`config.mk`:
```
export PLATFORM = sky130hd
export DESIGN_NAME = pingpong_writer
export DESIGN_NICKNAME = d
export VERILOG_FILES = /design/src/rtl/pingpong_writer.sv
export SDC_FILE = /design/constraint.sdc
export NUM_CORES = 1
export LEC_CHECK = 0
export CORE_MARGIN = 3
export CORE_UTILIZATION = 30
export CTS_BUF_LIST = sky130_fd_sc_hd__clkbuf_16
export CTS_CLUSTER_DIAMETER = 50
export CTS_CLUSTER_SIZE = 20
export DETAILED_ROUTE_END_ITERATION = 8
export PLACE_DENSITY = 0.53
export REMOVE_ABC_BUFFERS = 1
export SETUP_SLACK_MARGIN = 0.4
export SYNTH_ARGS = -nofsm -noshare
export SYNTH_HDL_FRONTEND = slang
export SYNTH_SLANG_ARGS = --single-unit
```
`constraint.sdc`:
```
create_clock -name clk -period 2.6 [get_ports clk]
set_input_delay 0.52 -clock clk [delete_from_list [all_inputs] [get_ports clk]]
set_output_delay 0.52 -clock clk [all_outputs]
set_load 0.01 [all_outputs]
```
`src/rtl/pingpong_writer.sv`:
```
// pingpong_writer: packs a free-running sample stream into 2^ADDR_W-word frames on a ping-pong RAM write port
//   clk, rst (async, active-low) | in_valid/in_data/in_ready: sample stream
//   addra/wea/dina: RAM A-side write port | finisha: bank-full pulse | readya: bank free
//   frame_cnt: completed frames (wraps) | drop_cnt: samples lost while not ready (saturates)
module pingpong_writer #(
  parameter int DATA_W   = 8,
  parameter int ADDR_W   = 7,
  parameter int SWAP_CYC = 2
) (
  input  logic              clk,
  input  logic              rst,
  input  logic              in_valid,
  input  logic [DATA_W-1:0] in_data,
  output logic              in_ready,
  output logic [ADDR_W-1:0] addra,
  output logic              wea,
  output logic [DATA_W-1:0] dina,
  output logic              finisha,
  input  logic              readya,
  output logic [15:0]       frame_cnt,
  output logic [15:0]       drop_cnt
);
  typedef enum logic [2:0] {IDLE, FILL, FLUSH, FINISH, HOLD} state_t;
  state_t            state;
  logic [ADDR_W-1:0] wr_ptr;
  logic [3:0]        hold_cnt;
  logic              accept;
  assign accept = in_ready & in_valid;
  always_ff @(posedge clk or negedge rst)
    if (!rst) begin
      state     <= IDLE;
      in_ready  <= 1'b0;
      wea       <= 1'b0;
      addra     <= '0;
      dina      <= '0;
      finisha   <= 1'b0;
      wr_ptr    <= '0;
      hold_cnt  <= '0;
      frame_cnt <= '0;
      drop_cnt  <= '0;
    end else begin
      wea     <= accept;
      finisha <= 1'b0;
      if (in_valid && !in_ready && drop_cnt != 16'hFFFF) drop_cnt <= drop_cnt + 16'd1;
      if (accept) begin
        addra  <= wr_ptr;
        dina   <= in_data;
        wr_ptr <= wr_ptr + 1'b1;
      end
      case (state)
        IDLE:
          if (readya) begin
            state    <= FILL;
            in_ready <= 1'b1;
            wr_ptr   <= '0;
          end
        FILL:
          if (accept && wr_ptr == '1) begin
            state    <= FLUSH;
            in_ready <= 1'b0;
          end
        FLUSH: begin
          state   <= FINISH;
          finisha <= 1'b1;
        end
        FINISH: begin
          state     <= HOLD;
          hold_cnt  <= 4'(SWAP_CYC);
          frame_cnt <= frame_cnt + 16'd1;
        end
        HOLD: begin
          hold_cnt <= hold_cnt - 4'd1;
          if (hold_cnt <= 4'd1) state <= IDLE;
        end
        default: state <= IDLE;
      endcase
    end
endmodule
```
==> results of run 1 <==
-- cell type report --
class	instances	area, um^2
multi-input cells	199	1200
inverters	5	18.8
flip-flops and latches	64	1600
well taps	129	161
fillers	919	5330
repair buffers	66	656
clock buffers	9	225
clock inverters	7	87.6
-- synth_stat cells (all sizes together) (4+ instances only) --
master | number | share of area [%]
xnor2 | 11 | 3.3
o21ai | 6 | 1.0
nor3 | 10 | 2.3
clkbuf | 4 | 0.52
nand3 | 10 | 1.7
ha | 5 | 2.2
buf | 5 | 1.5
xor2 | 24 | 7.3
nor4 | 8 | 2.0
dfrtp | 64 | 56
nand2 | 72 | 9.4
inv | 5 | 0.65
and3 | 4 | 0.87
nand4 | 9 | 2.0
nor2 | 16 | 2.1
-- critical path, stage by stage, from the launching register on --
cell,delay (ns)
dfrtp_1,0.40
ha_1,0.22
nand4_1,0.15
nor4_2,0.42
buf_4,0.25
nor2_1,0.08
mux2_2,0.29
-- per-layer routing --
| metal | up-vias | track usage [%] | share of wire [%] |
|---|---|---|---|
| li1 | 1071 | - | - |
| met1 | 1010 | 15.2 | 48 |
| met2 | 32 | 17.9 | 47 |
| met3 | 8 | 2.61 | 3.2 |
| met4 | 0 | 5.70 | 2.1 |
| met5 | - | 0 | 0 |
-- power by group through the flow --
stage | Combinational, W | Clock, W | Sequential (W)
floorplan | 0.000231 | 0 | 0.00136
global placement | 0.000597 | 0 | 0.00134
detailed placement | 0.000602 | 0 | 0.00134
CTS | 0.000605 | 0.00129 | 0.00133
global route | 0.000659 | 0.00134 | 0.00135
finish | 0.000590 | 0.00126 | 0.00132
-- state kept, by name, summed over array words and instances (netlist names) --
| register | cells |
|---|---|
| dina | 8 |
| finisha | 1 |
| frame_cnt | 16 |
| wea | 1 |
| wr_ptr | 7 |
| in_ready | 1 |
| hold_cnt | 4 |
| drop_cnt | 16 |
| state | 3 |
| addra | 7 |
-- worst paths after layout --
path	start	to	slack (ns)	depth (start not counted)
setup reg to reg	drop_cnt[0]$_DFFE_PN0P_	drop_cnt[1]$_DFFE_PN0P_	0.68	6
hold reg to reg	frame_cnt[15]$_DFFE_PN0P_	frame_cnt[15]$_DFFE_PN0P_	0.46	1
setup / recovery	drop_cnt[0]$_DFFE_PN0P_	drop_cnt[1]$_DFFE_PN0P_	0.68	6
min in group clk	frame_cnt[15]$_DFFE_PN0P_	frame_cnt[15]$_DFFE_PN0P_	0.46	1
hold / removal	rst	drop_cnt[5]$_DFFE_PN0P_	0.21	2
max in group asynchronous	rst	in_ready$_DFFE_PN0P_	2.12	2
-- metrics by stage --
| step | instance area [um^2] | util [%] | hold slack (ns) | instances | power (W) |
|---|---|---|---|---|---|
| final | 3960 | 42.6 | 0.211 | 479 | 0.00317 |
| after global routing | 3960 | 42.6 | 0.230 | 479 | 0.00335 |
| after CTS | 3960 | 42.6 | 0.226 | 479 | 0.00322 |
| after detailed placement | 3640 | 39.2 | 0.456 | 463 | 0.00195 |
| after global placement | 3640 | 39.2 | 0.457 | 463 | 0.00194 |
| after floorplan | 2820 | - | 0.224 | 268 | 0.00159 |
-- logic make-up after synthesis --
group | Yosys count | synth area share (%)
adder cells (fa/ha/maj) | 5 | 2.17
buffers and inverters | 14 | 2.65
multiplexers | 3 | 1.09
AO/OA/AOI/OAI | 10 | 1.83
flip-flops | 64 | 55.7
AND/OR/NAND/NOR | 146 | 25.9
XOR/XNOR | 35 | 10.7
==> qor.yml, run 1 <==
io_pins: 62
syn_inst: 277
grt-ovfl-total: 0
nets: 362
grt_pass1_wl_mm: 10.2
ys_seq_area_share_pct: 55.7
gp_congestion: 0.702
setup_tns_ns: 0
crit_type: "register to register"
clock_skew_ns: 0.00620
hold_path_class: "primary input to asynchronous set/reset pin"
rsz0062_at_grt: "no"
combinationalPowerShare_pct: 18.6
cap_violations: 0
crit_required_ns: 2.81
core_um2: 9280
slew_headroom_pct: 70.5
slew_violations: 0
setup_viol: 0
drt_drc_violations_left: 0
clock-sinks: 64
mostFrequentLayoutCell: "nand2_1"
grt_pass1_vias: 2053
ant_nets: 0
drive_gt1_share_pct: 8.86
synth-edff-count: 0
crit_path_end_kind: "register"
synth-seq-cells: 64
p_sw_w: 0.000864
fin_crit_sh_pct: 74.0
grt_usage_pct: 11.5
fp-row-count: 35
synthesis.area_um2: 2880
root_buffer: "clkbuf_16"
yosys_most_used_dff: "dfrtp_1"
diodes: 0
cts_max_level: 3
setup_ws_ns: 0.677
first_iter_violations: 93
vias_per_cell: 4.43
port_buffers: 61
clockBufferDepth: 2
async_flop_share_pct: 100
cp_max_fo: 10
fp.dieW_um: 104
clk_latency_ns: 0.32
area_delta_synth_final_pct: 37.5
wl_per_cell_um: 12.4
place_hpwl_mm: 4.12
die_h_um: 104
routed_wirelength_mm: 5.92
ctsResizeCount: 0
cts_hold_buf: 0
hold_viol: 0
place_ws_ns: 0.439
power.share.clock_pct: 39.7
vias: 2121
syn_area_per_cell_um2: 10.4
cts_made_buffers: 9
switching_share_pct: 27.2
status: "completed"
pwr_density_cell_nw_per_um2: 802
period_minus_slack_ns: 1.92
tightest_slew_ns: 0.443
pwr-share-seq_pct: 41.7
antenna_found_initial: 0
critPathArrivalTime_ns: 2.13
die-area_um2: 10800
max_freq_mhz: 520
p_leak_nw: 1.84
post_cts_buffers: 0
final_cell_mix: "72 x nand2_1, 64 x dfrtp_1, 60 x clkdlybuf4s50_1"
grt_max_degree: 65
clk_pin_slew_ns: 0.05
yosysUniqueCellTypes: 35
start_util_pct: 31.0
intPower_w: 0.00231
startpoint_type: "register"
yosysWarnings: 0
irDropWorstVdd_mv: 0.311
drt_first_pass_iters: 4
cts_tree: "built"
Power figures use the tool's default switching activity.
==> inputs of run 2 (changes only) <==
==> constraint.sdc (replaced) <==
create_clock -name clk -period 2 [get_ports clk]
set_input_delay 0.4 -clock clk [delete_from_list [all_inputs] [get_ports clk]]
set_output_delay 0.4 -clock clk [all_outputs]
set_load 0.01 [all_outputs]
==> run 2 against run 1 <==
Compared with the run above:
- the run now ends with negative hold slack left
- maximum frequency increased by 12%
- die area unchanged
- non-clock buffer count grew 33
- count of clock-buffer cells in the layout is the same
- cell count is 6.7% higher
- core utilization is 2.7 points higher
- worst hold slack worse by 0.22 ns
- clock skew about the same
- sequential share of layout area fell by 2.2 points
==> qor.yml, run 2 (synthesis results as in run 1) <==
status: "finished, violations left"
violations: "negative hold slack"
pwr_density_cell_nw_per_um2: 934  # +16%
fp.dieW_um: 104  # unchanged
max_freq_mhz: 584  # +12%
r2r_end: "drop_cnt[8]$_DFFE_PN0P_"
fin_util_pct: 45.4  # +2.7 points
vias: 2319  # +9.3%
rsz0062_at_grt: "yes"
area_delta_synth_final_pct: 46.4
first_iter_violations: 69  # -26%
ant_nets: 0  # unchanged
p_leak_nw: 2.15  # +17%
endpoint: "drop_cnt[8]$_DFFE_PN0P_"
grt_pass1_vias: 2334  # +14%
cpMaxStageDelayCell: "dfrtp_1"
place_hpwl_mm: 4.50  # +9.1%
clock-sinks: 64  # unchanged
antenna_found_initial: 0  # unchanged
cap_violations: 0  # unchanged
port_buffers: 61  # unchanged
hold_path_class: "primary input to asynchronous set/reset pin"
hold_ws_ns: -0.00560  # -0.216 ns
slew_headroom_pct: 74.2  # +3.7 points
nets: 395  # +9.1%
cts_tree: "built"
path_cells: "ha_4 > nand4_1 > nor4_4 > buf_4 > buf_6 > nor4_1 > xor2_1"
wl_per_cell_um: 12.9  # +4.8%
grt_max_degree: 24  # -63%
cts_max_level: 3  # unchanged
final_cell_mix: "72 x nand2_1, 54 x dfrtp_1, 49 x dlygate4sd2_1"
grt-ovfl-total: 0  # unchanged
io_pins: 62  # unchanged
slowest_delay_ns: 0.40  # -0.02 ns
drt_first_pass_iters: 5  # +1
fin_crit_sh_pct: 85.6  # +12 points
grt_usage_pct: 12.7  # +1.2 points
diodes: 0  # unchanged
die-area_um2: 10800  # unchanged
startpoint: "drop_cnt[0]$_DFFE_PN0P_"
clk_pin_slew_ns: 0.05  # about the same
drive_gt1_share_pct: 22.5  # +14 points
gp_congestion: 0.720  # +2.5%
rr_worst_depth: 7  # +1
die_h_um: 104  # unchanged
timing.rr.start: "drop_cnt[0]$_DFFE_PN0P_"
crit_required_ns: 2.19  # -0.62 ns
clock_skew_ns: 0.00571  # -0.000491 ns
critPathArrivalTime_ns: 1.90  # -0.23 ns
routed_wirelength_mm: 6.62  # +12%
drt_drc_violations_left: 0  # unchanged
cts_hold_buf: 0  # unchanged
grt_pass1_wl_mm: 11.2  # +10%
root_buffer: "clkbuf_16"
tightest_slew_ns: 0.388  # -0.0551 ns
vias_per_cell: 4.54  # +2.5%
cp_max_fo: 5  # -5
period_minus_slack_ns: 1.71  # -0.212 ns
setup_viol: 0  # unchanged
crit_type: "register to register"
crit_path_end_kind: "register"
ff2ff_setup_slack_ns: 0.29  # -0.39 ns
start_util_pct: 31.0  # unchanged
fp-row-count: 35  # unchanged
clockBufferDepth: 2  # unchanged
startpoint_type: "register"
irDropWorstVdd_mv: 0.364  # +17%
clk_latency_ns: 0.32  # about the same
hold_viol: 3  # +3
core_um2: 9280  # unchanged
mostFrequentLayoutCell: "nand2_1"
cts_made_buffers: 9  # unchanged
largestRegisters: "drop_cnt x16, frame_cnt x16, dina x8"
slew_violations: 0  # unchanged
## run 2: worst max-delay path, delay by kind of cell, from the launching register on
kind	cells	cell delay, ns
and+or+nand+nor	3	0.58
DFF	1	0.40
buffers and inverters	2	0.29
adders and majority gates	1	0.17
xor gates and xnor gates	1	0.14
## run 2: layout make-up
cell class,count,area (um^2)
fill,948,5070
sequential,64,1610
multi-input combinational,199,1310
timing repair buffer,99,850
clock buffer,9,225
tap,129,161
clock inverter,6,28.8
inverter,5,18.8
## run 2: stage by stage
| step | TNS, ns | worst slack [ns] | total power (W) | cell area (um^2) | instances |
|---|---|---|---|---|---|
| global route | 0 | 0.193 | 0.00416 | 4210 | 511 |
| finish | 0 | 0.289 | 0.00393 | 4210 | 511 |
| CTS | 0 | 0.336 | 0.00389 | 4060 | 501 |
| detailed placement | -0.0818 | -0.0818 | 0.00255 | 3720 | 473 |
| global placement | 0 | 0.00584 | 0.00254 | 3720 | 473 |
| floorplan | -4.07 | -0.446 | 0.00206 | 2820 | 268 |
## run 2: worst min-delay path by stage
stage,to,slack [ns],cells after the start
6_report,drop_cnt[10]$_DFFE_PN0P_,-0.006,1
5_1_grt,drop_cnt[10]$_DFFE_PN0P_,0.02,1
4_1_cts,drop_cnt[10]$_DFFE_PN0P_,0.003,1
3_5_place_dp,drop_cnt[10]$_DFFE_PN0P_,0.35,1
3_3_place_gp,drop_cnt[10]$_DFFE_PN0P_,0.35,1
2_1_floorplan,addra[0]$_DFFE_PN0P_,0.10,0
## run 2: power by group
group          total (W)  switching [W]  leakage [nW]  internal [W]
clock network    0.00135       0.000536         0.127      0.000812
registers        0.00170       0.000190         0.811       0.00151
logic           0.000889       0.000431          1.22      0.000457
total            0.00393        0.00116          2.15       0.00278
## run 2: timing repair
item	4_1_cts	5_1_grt
gates resized for setup	65	18
endpoints found under the setup margin	65	23
gates cloned	0	1
setup buffers	13	9
pin swaps	5	9
## run 2: routing by layer
metal | wire length [um] | vias up | global-route usage, %
met4 | 164 | 0 | 7.41
li1 | - | 1136 | -
met3 | 185 | 11 | 2.48
met1 | 2940 | 1137 | 15.5
met5 | 0 | - | 0
met2 | 3330 | 35 | 20.9
==> inputs of run 3 (changes only) <==
--- a/config.mk
+++ b/config.mk
@@ -5,15 +5,17 @@
 export SDC_FILE = /design/constraint.sdc
 export NUM_CORES = 1
 export LEC_CHECK = 0
+export ABC_AREA = 1
 export CORE_MARGIN = 3
 export CORE_UTILIZATION = 30
 export CTS_BUF_LIST = sky130_fd_sc_hd__clkbuf_16
 export CTS_CLUSTER_DIAMETER = 50
 export CTS_CLUSTER_SIZE = 20
 export DETAILED_ROUTE_END_ITERATION = 8
-export PLACE_DENSITY = 0.53
+export PLACE_DENSITY = 0.52
 export REMOVE_ABC_BUFFERS = 1
 export SETUP_SLACK_MARGIN = 0.4
+export SLEW_MARGIN = 20
 export SYNTH_ARGS = -nofsm -noshare
 export SYNTH_HDL_FRONTEND = slang
 export SYNTH_SLANG_ARGS = --single-unit
==> run 3 against run 2 <==
Compared with the run above:
- the run now ends clean
- via count up 27%
- global-route usage up 1.6 points
- power up 16%
- sequential cell count unchanged
- critical path depth down 5
- synthesized area up 13%
- cell count up 29%
- synthesized cell count up 51%
- maximum frequency up 10%
- critical path type is now register to output port
- largest power group is now the clock network
==> qor.yml, run 3 <==
status: "completed"
yosysUniqueCellTypes: 28  # -20%
crit_path_end_kind: "output port"
switching_share_pct: 30.0  # +0.58 points
synthSimpleGateAreaFrac_pct: 32.3  # +6.3 points
grt_usage_pct: 14.3  # +1.6 points
ant_nets: 0  # unchanged
startpoint: "drop_cnt[0]$_DFFE_PN0P_"
synth-seq-cells: 64  # unchanged
cts_max_level: 3  # unchanged
first_iter_violations: 88  # +28%
root_buffer: "clkbuf_16"
yosys_most_used_dff: "dfrtp_1"
area_delta_synth_final_pct: 42.8
hold_viol: 0  # -3
synthMuxAreaShare_pct: 0  # -1.1 points
synth_top_area_cell: "dfrtp_1"
synth_compound_area_share_pct: 5.58  # +3.8 points
cts_hold_buf: 0  # unchanged
drive_gt1_share_pct: 17.6  # -4.9 points
place_hpwl_mm: 5.55  # +23%
startpoint_type: "register"
crit_type: "register to output port"
cts_made_buffers: 9  # unchanged
synth_top_family_by_area: "simple AND/OR/NAND/NOR gates"
syn_area_per_cell_um2: 7.78  # -25%
mostFrequentLayoutCell: "nand2_1"
max_freq_mhz: 645  # +10%
ys_seq_area_share_pct: 49.3  # -6.4 points
synth-xor-area-share_pct: 4.04  # -6.6 points
critPathArrivalTime_ns: 1.15  # -0.75 ns
grt_pass1_vias: 2833  # +21%
slew_violations: 0  # unchanged
fp-row-count: 37  # +5.7%
synthAdderAreaFrac_pct: 1.92  # -0.25 points
slew_headroom_pct: 71.2  # -3.0 points
pwr-share-seq_pct: 37.4  # -5.7 points
synth.area.top_cells: "dfrtp_1 49%, nand2_1 18%, inv_1 5.1%, nand3_1 4.9%, nor2_1 4.0%"
clk_pin_slew_ns: 0.06  # about the same
grt_max_degree: 33  # +38%
grt_pass1_wl_mm: 13.5  # +21%
gp_congestion: 0.794  # +10%
drt_first_pass_iters: 4  # -1
fill_cells: 1051  # +11%
cts_tree: "built"
timing.rr.start: "drop_cnt[1]$_DFFE_PN0P_"
die-area_um2: 12100  # +12%
p_sw_w: 0.00137  # +19%
start_util_pct: 31.2  # +0.22 points
hold_path_class: "primary input to asynchronous set/reset pin"
port_buffers: 61  # unchanged
final_cell_count_no_fill: 659  # +29%
clock_skew_ns: 0.00491  # -0.000795 ns
wl_per_cell_um: 12.5  # -3.5%
crit_required_ns: 1.60  # -0.59 ns
period_minus_slack_ns: 1.55  # -0.161 ns
synth_top_area_share_pct: 49.3  # -6.4 points
power.share.clock_pct: 39.3  # +5.0 points
fp.dieW_um: 110  # +5.9%
intPower_w: 0.00320  # +15%
irDropWorstVdd_mv: 0.505  # +39%
drt_drc_violations_left: 0  # unchanged
cp_max_fo: 3  # -2
final_cell_mix: "151 x nand2_1, 53 x dfrtp_1, 49 x dlygate4sd2_1"
setup_viol: 0  # unchanged
antenna_found_initial: 1  # +1
vias: 2956  # +27%
die_h_um: 110  # +5.9%
synthesis.area_um2: 3250  # +13%
syn_inst: 418  # +51%
combinationalPowerShare_pct: 23.3  # +0.7 points
largestRegisters: "drop_cnt x16, frame_cnt x16, dina x8"
clock-sinks: 64  # unchanged
synth_most_common_cell: "nand2_1"
nets: 535  # +35%
pwr_density_cell_nw_per_um2: 985  # +5.5%
clk_latency_ns: 0.33  # about the same
core_um2: 10400  # +12%
clockBufferDepth: 2  # unchanged
synth-edff-count: 0  # unchanged
cap_violations: 0  # unchanged
routed_wirelength_mm: 8.24  # +25%
diodes: 0  # unchanged
vias_per_cell: 4.49  # -1.2%
async_flop_share_pct: 100  # unchanged
place_inst: 614  # +30%
setup_tns_ns: 0  # unchanged
io_pins: 62  # unchanged
yosysWarnings: 0  # unchanged
grt-ovfl-total: 0  # unchanged
rsz0062_at_grt: "yes"
synthTopCellsByCount: "159 x nand2_1, 64 x dfrtp_1, 44 x inv_1"
tightest_slew_ns: 0.433  # +0.0450 ns
p_leak_nw: 2.42  # +12%
fin_crit_sh_pct: 77.5  # -8.0 points
==> run 3: worst paths after layout <==
kind / end / slack, ns / cells after the start
worst max-delay path: drop_cnt[0] / 0.45 / 2
worst min-delay path: addra[3]$_DFFE_PN0P_ / 0.008 / 1
worst max register to register: drop_cnt[14]$_DFFE_PN0P_ / 0.48 / 8
worst min register to register: addra[3]$_DFFE_PN0P_ / 0.47 / 2
max in group asynchronous: frame_cnt[3]$_DFFE_PN0P_ / 1.29 / 3
min in group clk: addra[3]$_DFFE_PN0P_ / 0.47 / 2
==> run 3: through the flow <==
stage / total power, W / worst slack (ns) / hold slack [ns] / util, % / area [um^2]
final: 0.00457 / 0.449 / 0.00839 / 44.6 / 4640
after detailed placement: 0.00275 / 0.177 / 0.368 / 38.9 / 4050
after global routing: 0.00484 / 0.390 / 0.0331 / 44.6 / 4640
after floorplan: 0.00226 / 0.346 / 0.104 / - / 3210
after global placement: 0.00273 / 0.225 / 0.366 / 38.9 / 4050
after CTS: 0.00454 / 0.343 / 0.0175 / 43.0 / 4470
==> run 3: final cells by class <==
| cell class | count | area (um^2) | share of cell area, % |
|---|---|---|---|
| Multi-Input combinational cell | 301 | 1500 | 32.2 |
| Inverter | 48 | 180 | 3.88 |
| Clock buffer | 9 | 225 | 4.85 |
| Clock inverter | 7 | 110 | 2.37 |
| Tap cell | 136 | 170 | 3.67 |
| Sequential cell | 64 | 1620 | 34.8 |
| Timing Repair Buffer | 94 | 843 | 18.2 |
==> run 3: what timing repair did <==
action,in CTS,in global routing
pin swaps,1,8
setup buffers,18,9
setup endpoints to repair,63,22
gates resized for setup,60,22
cloned,0,2
==> run 3: metal layers <==
| metal | wire (um) | vias up | global-route usage (%) |
|---|---|---|---|
| met3 | 326 | 22 | 3.90 |
| li1 | - | 1511 | - |
| met5 | 13 | - | 0 |
| met4 | 244 | 2 | 6.86 |
| met2 | 3980 | 60 | 23.6 |
| met1 | 3680 | 1361 | 17.3 |
==> run 3: cell families (layout without fill, tap and decap cells) <==
group / Yosys count / in the layout
AOI/OAI and AO/OA: 31 / 31
xor gates and xnor gates: 15 / 15
adders and majority gates: 5 / 5
buffers and inverters: 55 / 158
DFF: 64 / 64
and+or+nand+nor: 248 / 250
==> run 3: worst max-delay path, stage by stage, from the launching register on <==
cell and delay [ns]:
dfrtp_1 0.40, buf_4 0.15, dlygate4sd2_1 0.27
==> run 3: power by group through the flow <==
stage	clock network [W]	registers (W)	logic, W
floorplan	0	0.00176	0.000495
global route	0.00188	0.00174	0.00122
global placement	0	0.00174	0.000997
finish	0.00180	0.00171	0.00107
CTS	0.00183	0.00170	0.00101
detailed placement	0	0.00174	0.00101
